===== src/rtl/io_bus_responder.sv =====
// Memory-mapped IO responder: two scratch registers, a free-running cycle
// counter, and a byte TX FIFO feeding a downstream serializer.
module io_bus_responder #(
  parameter int FIFO_DEPTH = 8
) (
  input  logic        clk,
  input  logic        reset,
  input  logic        io_write_en,
  input  logic        io_read_en,
  input  logic [31:0] io_address,
  input  logic [31:0] io_write_data,
  output logic [31:0] io_read_data,
  output logic        tx_valid,
  output logic [7:0]  tx_data,
  input  logic        tx_ready
);

  localparam int PTR_W = $clog2(FIFO_DEPTH);
  localparam int CNT_W = PTR_W + 1;

  localparam logic [5:0] W_SCRATCH0 = 6'h00;
  localparam logic [5:0] W_SCRATCH1 = 6'h01;
  localparam logic [5:0] W_CYCLES   = 6'h02;
  localparam logic [5:0] W_TXDATA   = 6'h03;
  localparam logic [5:0] W_STATUS   = 6'h04;

  logic [31:0]      scratch0_q, scratch0_d;
  logic [31:0]      scratch1_q, scratch1_d;
  logic [31:0]      cycles_q, cycles_d;
  logic [31:0]      rdata_q, rdata_d;
  logic             ovf_q, ovf_d;
  logic [PTR_W-1:0] wr_ptr_q, wr_ptr_d;
  logic [PTR_W-1:0] rd_ptr_q, rd_ptr_d;
  logic [CNT_W-1:0] count_q, count_d;
  logic [7:0]       mem [FIFO_DEPTH];

  logic [5:0]  word;
  logic        empty, full, push, pop, tx_wr;
  logic [31:0] count_ext, status;

  assign word      = io_address[7:2];
  assign empty     = (count_q == '0);
  assign full      = (count_q == CNT_W'(FIFO_DEPTH));
  assign tx_wr     = io_write_en && (word == W_TXDATA);
  // A write into a full FIFO is dropped even if a pop frees a slot this cycle.
  assign push      = tx_wr && !full;
  assign pop       = !empty && tx_ready;
  assign count_ext = 32'(count_q);
  assign status    = {24'h0, count_ext[3:0], 1'b0, ovf_q, full, empty};

  assign tx_valid = !empty;
  assign tx_data  = empty ? 8'h00 : mem[rd_ptr_q];

  always_comb begin
    scratch0_d = scratch0_q;
    scratch1_d = scratch1_q;
    cycles_d   = cycles_q + 32'd1;
    ovf_d      = ovf_q;
    rdata_d    = rdata_q;
    wr_ptr_d   = push ? wr_ptr_q + PTR_W'(1) : wr_ptr_q;
    rd_ptr_d   = pop  ? rd_ptr_q + PTR_W'(1) : rd_ptr_q;
    count_d    = count_q + CNT_W'(push) - CNT_W'(pop);

    if (tx_wr && full) ovf_d = 1'b1;

    if (io_write_en) begin
      case (word)
        W_SCRATCH0: scratch0_d = io_write_data;
        W_SCRATCH1: scratch1_d = io_write_data;
        W_CYCLES:   cycles_d   = io_write_data;
        W_STATUS:   if (io_write_data[2]) ovf_d = 1'b0;
        default:    ;
      endcase
    end

    // Reads see register state from the start of the cycle, before any write.
    if (io_read_en) begin
      case (word)
        W_SCRATCH0: rdata_d = scratch0_q;
        W_SCRATCH1: rdata_d = scratch1_q;
        W_CYCLES:   rdata_d = cycles_q;
        W_STATUS:   rdata_d = status;
        default:    rdata_d = 32'h0;
      endcase
    end
  end

  always_ff @(posedge clk or posedge reset) begin
    if (reset) begin
      scratch0_q <= '0;
      scratch1_q <= '0;
      cycles_q   <= '0;
      rdata_q    <= '0;
      ovf_q      <= 1'b0;
      wr_ptr_q   <= '0;
      rd_ptr_q   <= '0;
      count_q    <= '0;
    end else begin
      scratch0_q <= scratch0_d;
      scratch1_q <= scratch1_d;
      cycles_q   <= cycles_d;
      rdata_q    <= rdata_d;
      ovf_q      <= ovf_d;
      wr_ptr_q   <= wr_ptr_d;
      rd_ptr_q   <= rd_ptr_d;
      count_q    <= count_d;
    end
  end

  // Storage is not reset; tx_data is masked to zero whenever the FIFO is empty.
  always_ff @(posedge clk) begin
    if (push) mem[wr_ptr_q] <= io_write_data[7:0];
  end

  assign io_read_data = rdata_q;

endmodule


===== config.mk =====
export PLATFORM = sky130hd
export DESIGN_NAME = io_bus_responder
export DESIGN_NICKNAME = d
export VERILOG_FILES = /design/src/rtl/io_bus_responder.sv
export SDC_FILE = /design/constraint.sdc
export NUM_CORES = 1
export LEC_CHECK = 0
export ABC_AREA = 1
export ABC_CLOCK_PERIOD_IN_PS = 4600
export CAP_MARGIN = 20
export CORE_AREA = 5 5 152 227
export CTS_CLUSTER_DIAMETER = 40
export DETAILED_ROUTE_END_ITERATION = 6
export DIE_AREA = 0 0 157 232
export PLACE_DENSITY = 0.47
export SETUP_SLACK_MARGIN = 0.5
export SLEW_MARGIN = 20
export SYNTH_ARGS = -nofsm -noshare
export SYNTH_HDL_FRONTEND = slang
export SYNTH_SLANG_ARGS = --single-unit

===== constraint.sdc =====
create_clock -name clk -period 4.6 [get_ports clk]
set_input_delay 0.92 -clock clk [delete_from_list [all_inputs] [get_ports clk]]
set_output_delay 0.92 -clock clk [all_outputs]
set_load 0.03 [all_outputs]

======== Word-level counts from Yosys, hierarchy flattened ========
Memories as Yosys holds them, arrays and structs flattened.
Cells that the tools add are included.
cells by class
  mux-type cells .......................... 10
  equal/unequal tests ..................... 5
  reductions and logical operators ........ 10
  $add $sub $neg .......................... 5
operators by type and width
  cell                                                                   count
  32-bit one-hot mux with 4 select lines                                 1
  32-bit 2-to-1 mux                                                      2
  32-bit by 1-bit adder with 32-bit output, second input constant        1
  6-bit by 2-bit equality test with 1-bit output, second input constant  2
  8-bit 2-to-1 mux                                                       1
  3-bit by 1-bit adder with 3-bit output, second input constant          2
  6-bit by 1-bit equality test with 1-bit output, second input constant  1
  6-bit by 3-bit equality test with 1-bit output, second input constant  1
  6-bit zero test                                                        1
  1-bit 2-to-1 mux                                                       6
  4-bit by 1-bit adder with 4-bit output                                 1
  4-bit equality test, second input constant                             1
  1-bit logical AND                                                      4
  4-bit zero test                                                        1
  2-bit AND reduction                                                    2
  4-bit by 1-bit subtractor with 4-bit output                            1
  1-bit zero test                                                        2
word-level totals
  register bits ........................... 139
  logic and storage cells ................. 39
  output and inout port bits .............. 41
  RAM bits ................................ 64
  input port bits ......................... 69
  memories ................................ 1
memories
  memory  depth  width  read ports  clocked after Yosys merged registers in  wr ports  line  source
  mem     8      8      1           0                                        1         35    logic [7:0] mem [FIFO_DEPTH];

======== Depth between registers and ports, before layout ========
  depth in word-level cells ............... 7
  mapped depth ............................ 11
  mapped depth without buffers ............ 11

======== Worst setup path after synthesis ========
OpenSTA, ideal clock, no wires.
  path kind ............................... reg2out
  from .................................... register count_q[2]
  to ...................................... output port tx_data[0]
  data required time ...................... 3.680 ns
  path buffers ............................ 1
  cell stages (with the launch flop) ...... 7
  arrival time ............................ 1.683 ns
  slack ................................... 1.997 ns
  cells stage by stage .................... dfrtp_1 > inv_1 > ha_1 > nand3_1 > clkbuf_1 > o21ai_0 > nor2_1
between the ends
  cells in the longest elaborated chain, start to end .. 2
RTL lines
  item                    line  source
  from (decl)             34    logic [CNT_W-1:0] count_q, count_d;
  from (signal assigned)  106   count_q <= count_d;
  4-bit zero test         42    assign empty = (count_q == '0);
  8-bit 2-to-1 mux        52    assign tx_data = empty ? 8'h00 : mem[rd_ptr_q];
  to (decl)               14    output logic [7:0] tx_data,
No other way between the ends.

======== Final worst setup path ========
  from .................................... register rd_ptr_q[0]
  to ...................................... output port tx_data[0]
between the ends
  cells in the longest elaborated chain, start to end .. 2
RTL lines
  item                    line  source
  from (decl)             33    logic [PTR_W-1:0] rd_ptr_q, rd_ptr_d;
  from (signal assigned)  105   rd_ptr_q <= rd_ptr_d;
  memory read 8 x 8 bit   n/a
  8-bit 2-to-1 mux        52
No other way between the ends.

==> impl_summary.log <==
[metrics] outcome: completed
[metrics] I/O pin total: 110
[metrics] leading post-synthesis cells by cell area: dfrtp_1 36%, edfxtp_1 20%, nand2_1 14%, nor2_1 4.9%, o21ai_0 4.2%
[metrics] average cell area after synthesis: 8.541 um2
[metrics] share of the yosys chip area belonging to registers: 0.5650
[metrics] worst reg2reg path startpoint: count_q[2]$_DFF_PP0_
[metrics] required arrival time at the worst endpoint: 3.68 ns
[metrics] Max clock buf depth: 3
[metrics] CTS HTree Levels: 1
[metrics] count of unique library cells instantiated by Yosys: 35
[metrics] Async SR Flop Fraction: 0.6847
[metrics] Bufs and invs on worst path: 5
[metrics] number of stages on the worst setup path: 9
[metrics] Clock Latency Late Sink: 0.56 ns
[metrics] R2R depth: 11
[metrics] drt total wl: 26160 um
[metrics] final std cells w/o fill: 1645
[metrics] adder-cell share of the synthesized area: 0.01388
[metrics] number of design rule violations left after detail routing: 0
[metrics] period utilization: 0.8170
[metrics] Synth Area in Compound Gates: 0.09897
[metrics] Relative slew margins: 0.3549
[metrics] post-synth top area share: 0.3639
[metrics] slack of the worst reg-to-reg path: 1.89 ns
[metrics] area added between synthesis and finish: 23.96%
[metrics] vias in the first global route: 7764
[metrics] Final Wtd Congestion: 0.8998
[metrics] clock tree from TritonCTS: yes
[metrics] XOR/XNOR Fraction of Synth Area: 0.01283
[metrics] wire length of the first global-routing pass: 42170 um
[metrics] Total Routing Usage GR: 0.1464
[metrics] arrival time at the worst endpoint: 2.84 ns
[metrics] max cap viols: 0
[metrics] area taken by flip-flops and latches: 0.005400 mm2
[metrics] Final Hold Vio Count: 0
[metrics] end of the worst register-to-register path: count_q[2]$_DFF_PP0_
[metrics] cell accounting for the most synthesized area: dfrtp_1
[metrics] Initial DRC Count: 306
[metrics] Post-Route Skew: 0.02054 ns
[metrics] Least-Margin Pin Slew: 0.9643 ns
[metrics] hold crit path type: flop to flop
[metrics] proportion of layout cells with a drive suffix above 1: 0.07886
[metrics] critical-path cell with the highest stage delay: clkdlybuf4s50_1
[metrics] multiplexer share of the synthesized area: 0.001178
[metrics] die footprint: 0.03642 mm2
[metrics] WS Path Type: flop to output port
[metrics] TritonCTS Sinks: 203
[metrics] final net count: 1284
[metrics] final worst path period need: 3.758 ns
[metrics] IR Drop Worst-Case VDD: 0.2870 mV
[metrics] setup violators final: 0
[metrics] power density over the cells: 520.2 mW/mm2
[metrics] final count of pins violating max slew: 0
[metrics] setup total negative slack: 0 ns
[metrics] height of the chip: 232 um
[metrics] static leakage: 5.308 nW
[metrics] number of antenna-violating nets in the routed design: 0
[metrics] dpl ws: 1.047 ns
[metrics] Syn Std Cell Area: 0.009558 mm2
[metrics] simple-gate share of the synthesized area: 0.2431
[metrics] Reg clk slew, reported paths: 0.06 ns
[metrics] IO Port Bufs: 83
[metrics] die span in x: 157 um
[metrics] Clock Root Buffer: clkbuf_16
[metrics] initial cell density of the core: 0.2956
[metrics] largest family of logic cells by synthesized area: simple AND/OR/NAND/NOR gates
[metrics] # fillers: 3368
[metrics] Avg WL per Cell: 15.90 um
[metrics] num rows: 81
[metrics] Worst Setup Start Kind: flop
[metrics] remaining global-route overflow: 0
[metrics] beginning of the critical path: rd_ptr_q[0]$_DFFE_PP0P_
[metrics] placed insts: 1583
[metrics] RSZ-0062 raised after global routing: false
[metrics] total via count after detailed routing: 7506
[metrics] number of iterations in the first detailed-routing pass: 5
[metrics] Post-DP HPWL: 18380 um
[metrics] critical-path cell list: buf_4, clkinvlp_4, buf_4, buf_4, nor2_1, o21ai_0, nor2_1, nor2_1, clkdlybuf4s50_1
[metrics] synthesis warning total: 0
[metrics] predominant post-synthesis flop cell: dfrtp_1
[metrics] TritonCTS Buffers: 31
[metrics] critical path endpoint: tx_data[0]
[metrics] antenna violations before repair: 0
[metrics] number of enable-type register cells in the synthesized netlist: 64
[metrics] total nets after synthesis: 1198
[metrics] top fanout value on the critical path: 34
[metrics] dominant delay contributor by cell family on the critical path: buffers and inverters
[metrics] core footprint: 0.03233 mm2
[metrics] gate count of the mapped netlist: 1119
[metrics] pin count of the biggest net entering global routing: 75
[metrics] total area of multi-input combinational cells: 0.003536 mm2
[metrics] smallest setup slack after layout: 0.8420 ns
[metrics] peak clock frequency supported by timing: 266.1 MHz
[metrics] average via count per standard cell: 4.563
[metrics] flop and latch count out of synthesis: 203
[metrics] antenna diode instance count: 0
[metrics] delay contributed by the slowest stage of the critical path: 0.69 ns
[metrics] endpoint class of the critical path: output port
[metrics] worst hold path startpoint: io_read_data[8]$_DFFE_PP0P_
==> tightest hold or removal path, cell delays in order (launching register included) <==
cell,delay [ns]
dfrtp_1,0.34
nand2_1,0.05
nand2_1,0.05
==> routing by layer <==
metal  vias to the layer above  share of wire  track usage
met5                         -              0            0
met2                       127           0.56       0.2869
met3                        40          0.034      0.01958
met1                      3549           0.38       0.1602
met4                         0          0.023      0.04396
li1                       3790              -            -
==> cells in the final DEF (no fill, tap or decap), drive strengths merged, types with 10 or more instances in the layout <==
| master | netlist | routed |
|---|---|---|
| a21oi | 10 | 10 |
| buf | 29 | 14 |
| clkbuf | 15 | 33 |
| clkdlybuf4s50 | 0 | 83 |
| dfrtp | 139 | 139 |
| edfxtp | 64 | 64 |
| inv | 105 | 113 |
| nand2 | 366 | 366 |
| nand3 | 46 | 46 |
| nand4 | 12 | 12 |
| nor2 | 137 | 137 |
| o211ai | 24 | 24 |
| o21ai | 140 | 140 |
==> worst min-delay path by stage <==
stage,endpoint,slack [ns],cells past startpoint
CTS,io_read_data[8]$_DFFE_PP0P_,0.48,2
global placement,io_read_data[30]$_DFFE_PP0P_,0.47,2
floorplan,scratch0_q[20]$_DFFE_PP0P_,0.45,2
detailed placement,io_read_data[23]$_DFFE_PP0P_,0.46,2
finish,io_read_data[8]$_DFFE_PP0P_,0.48,2
global route,io_read_data[26]$_DFFE_PP0P_,0.51,2
==> cell families (layout without fill, tap and decap cells) <==
family / count (synthesis) / in the layout
xor+xnor: 14 / 14
mux: 1 / 1
fa+ha+maj: 10 / 10
simple gates: 565 / 565
compound gates: 176 / 176
flops: 203 / 203
buf+inv: 150 / 261
==> per-stage QoR <==
step | area [um2] | power, mW | utilization | hold WS, ns
after floorplan | 9562 | 3.340 | - | 0.4534
after global placement | 10780 | 3.872 | 0.3334 | 0.4656
after detailed placement | 10780 | 3.896 | 0.3334 | 0.4649
after CTS | 11800 | 6.239 | 0.3650 | 0.4828
after global routing | 11850 | 6.548 | 0.3665 | 0.5058
final | 11850 | 6.163 | 0.3665 | 0.4776
==> state kept, by name, indices dropped and copies added (netlist names) <==
register      flops
mem              64
cycles_q         32
io_read_data     32
scratch0_q       32
scratch1_q       32
count_q           4
rd_ptr_q          3
wr_ptr_q          3
ovf_q             1
==> area by class of cell <==
cell class                      instances  area share
Sequential cell                       203      0.4558
Multi-Input combinational cell        766      0.2984
Timing Repair Buffer                   97     0.08111
Clock buffer                           33     0.06611
Tap cell                              415     0.04383
Inverter                              106     0.03464
Clock inverter                         25     0.02007
==> what timing repair did <==
item / CTS / global route
hold buffers: 0 / 0
resized for setup: 0 / 1
endpoints found under the setup margin: 0 / 8
buffers inserted: 0 / 3
==> where the power goes <==
group	total (mW)	leakage (nW)	internal, mW	switching, mW
clock network	2.30	0.490	1.38	0.922
registers	2.29	2.35	2.08	0.201
logic	1.58	2.47	0.573	1.01
total	6.16	5.31	4.03	2.13
==> synth_stat cells (3+ instances only) <==
library cell and count:
nand2_1 363, dfrtp_1 139, nor2_1 126, inv_1 101, o21ai_0 81, edfxtp_1 64
o21ai_1 59, nand3_1 43, o211ai_1 24, buf_2 22, clkbuf_1 15, nand4_1 11
a21oi_1 10, ha_1 9, xor2_1 9, nor2_2 6, xnor2_1 5, inv_2 4
nor2_4 4, buf_1 3, buf_6 3, nand3_2 3
Note: power is estimated with default switching activity, not from simulation.
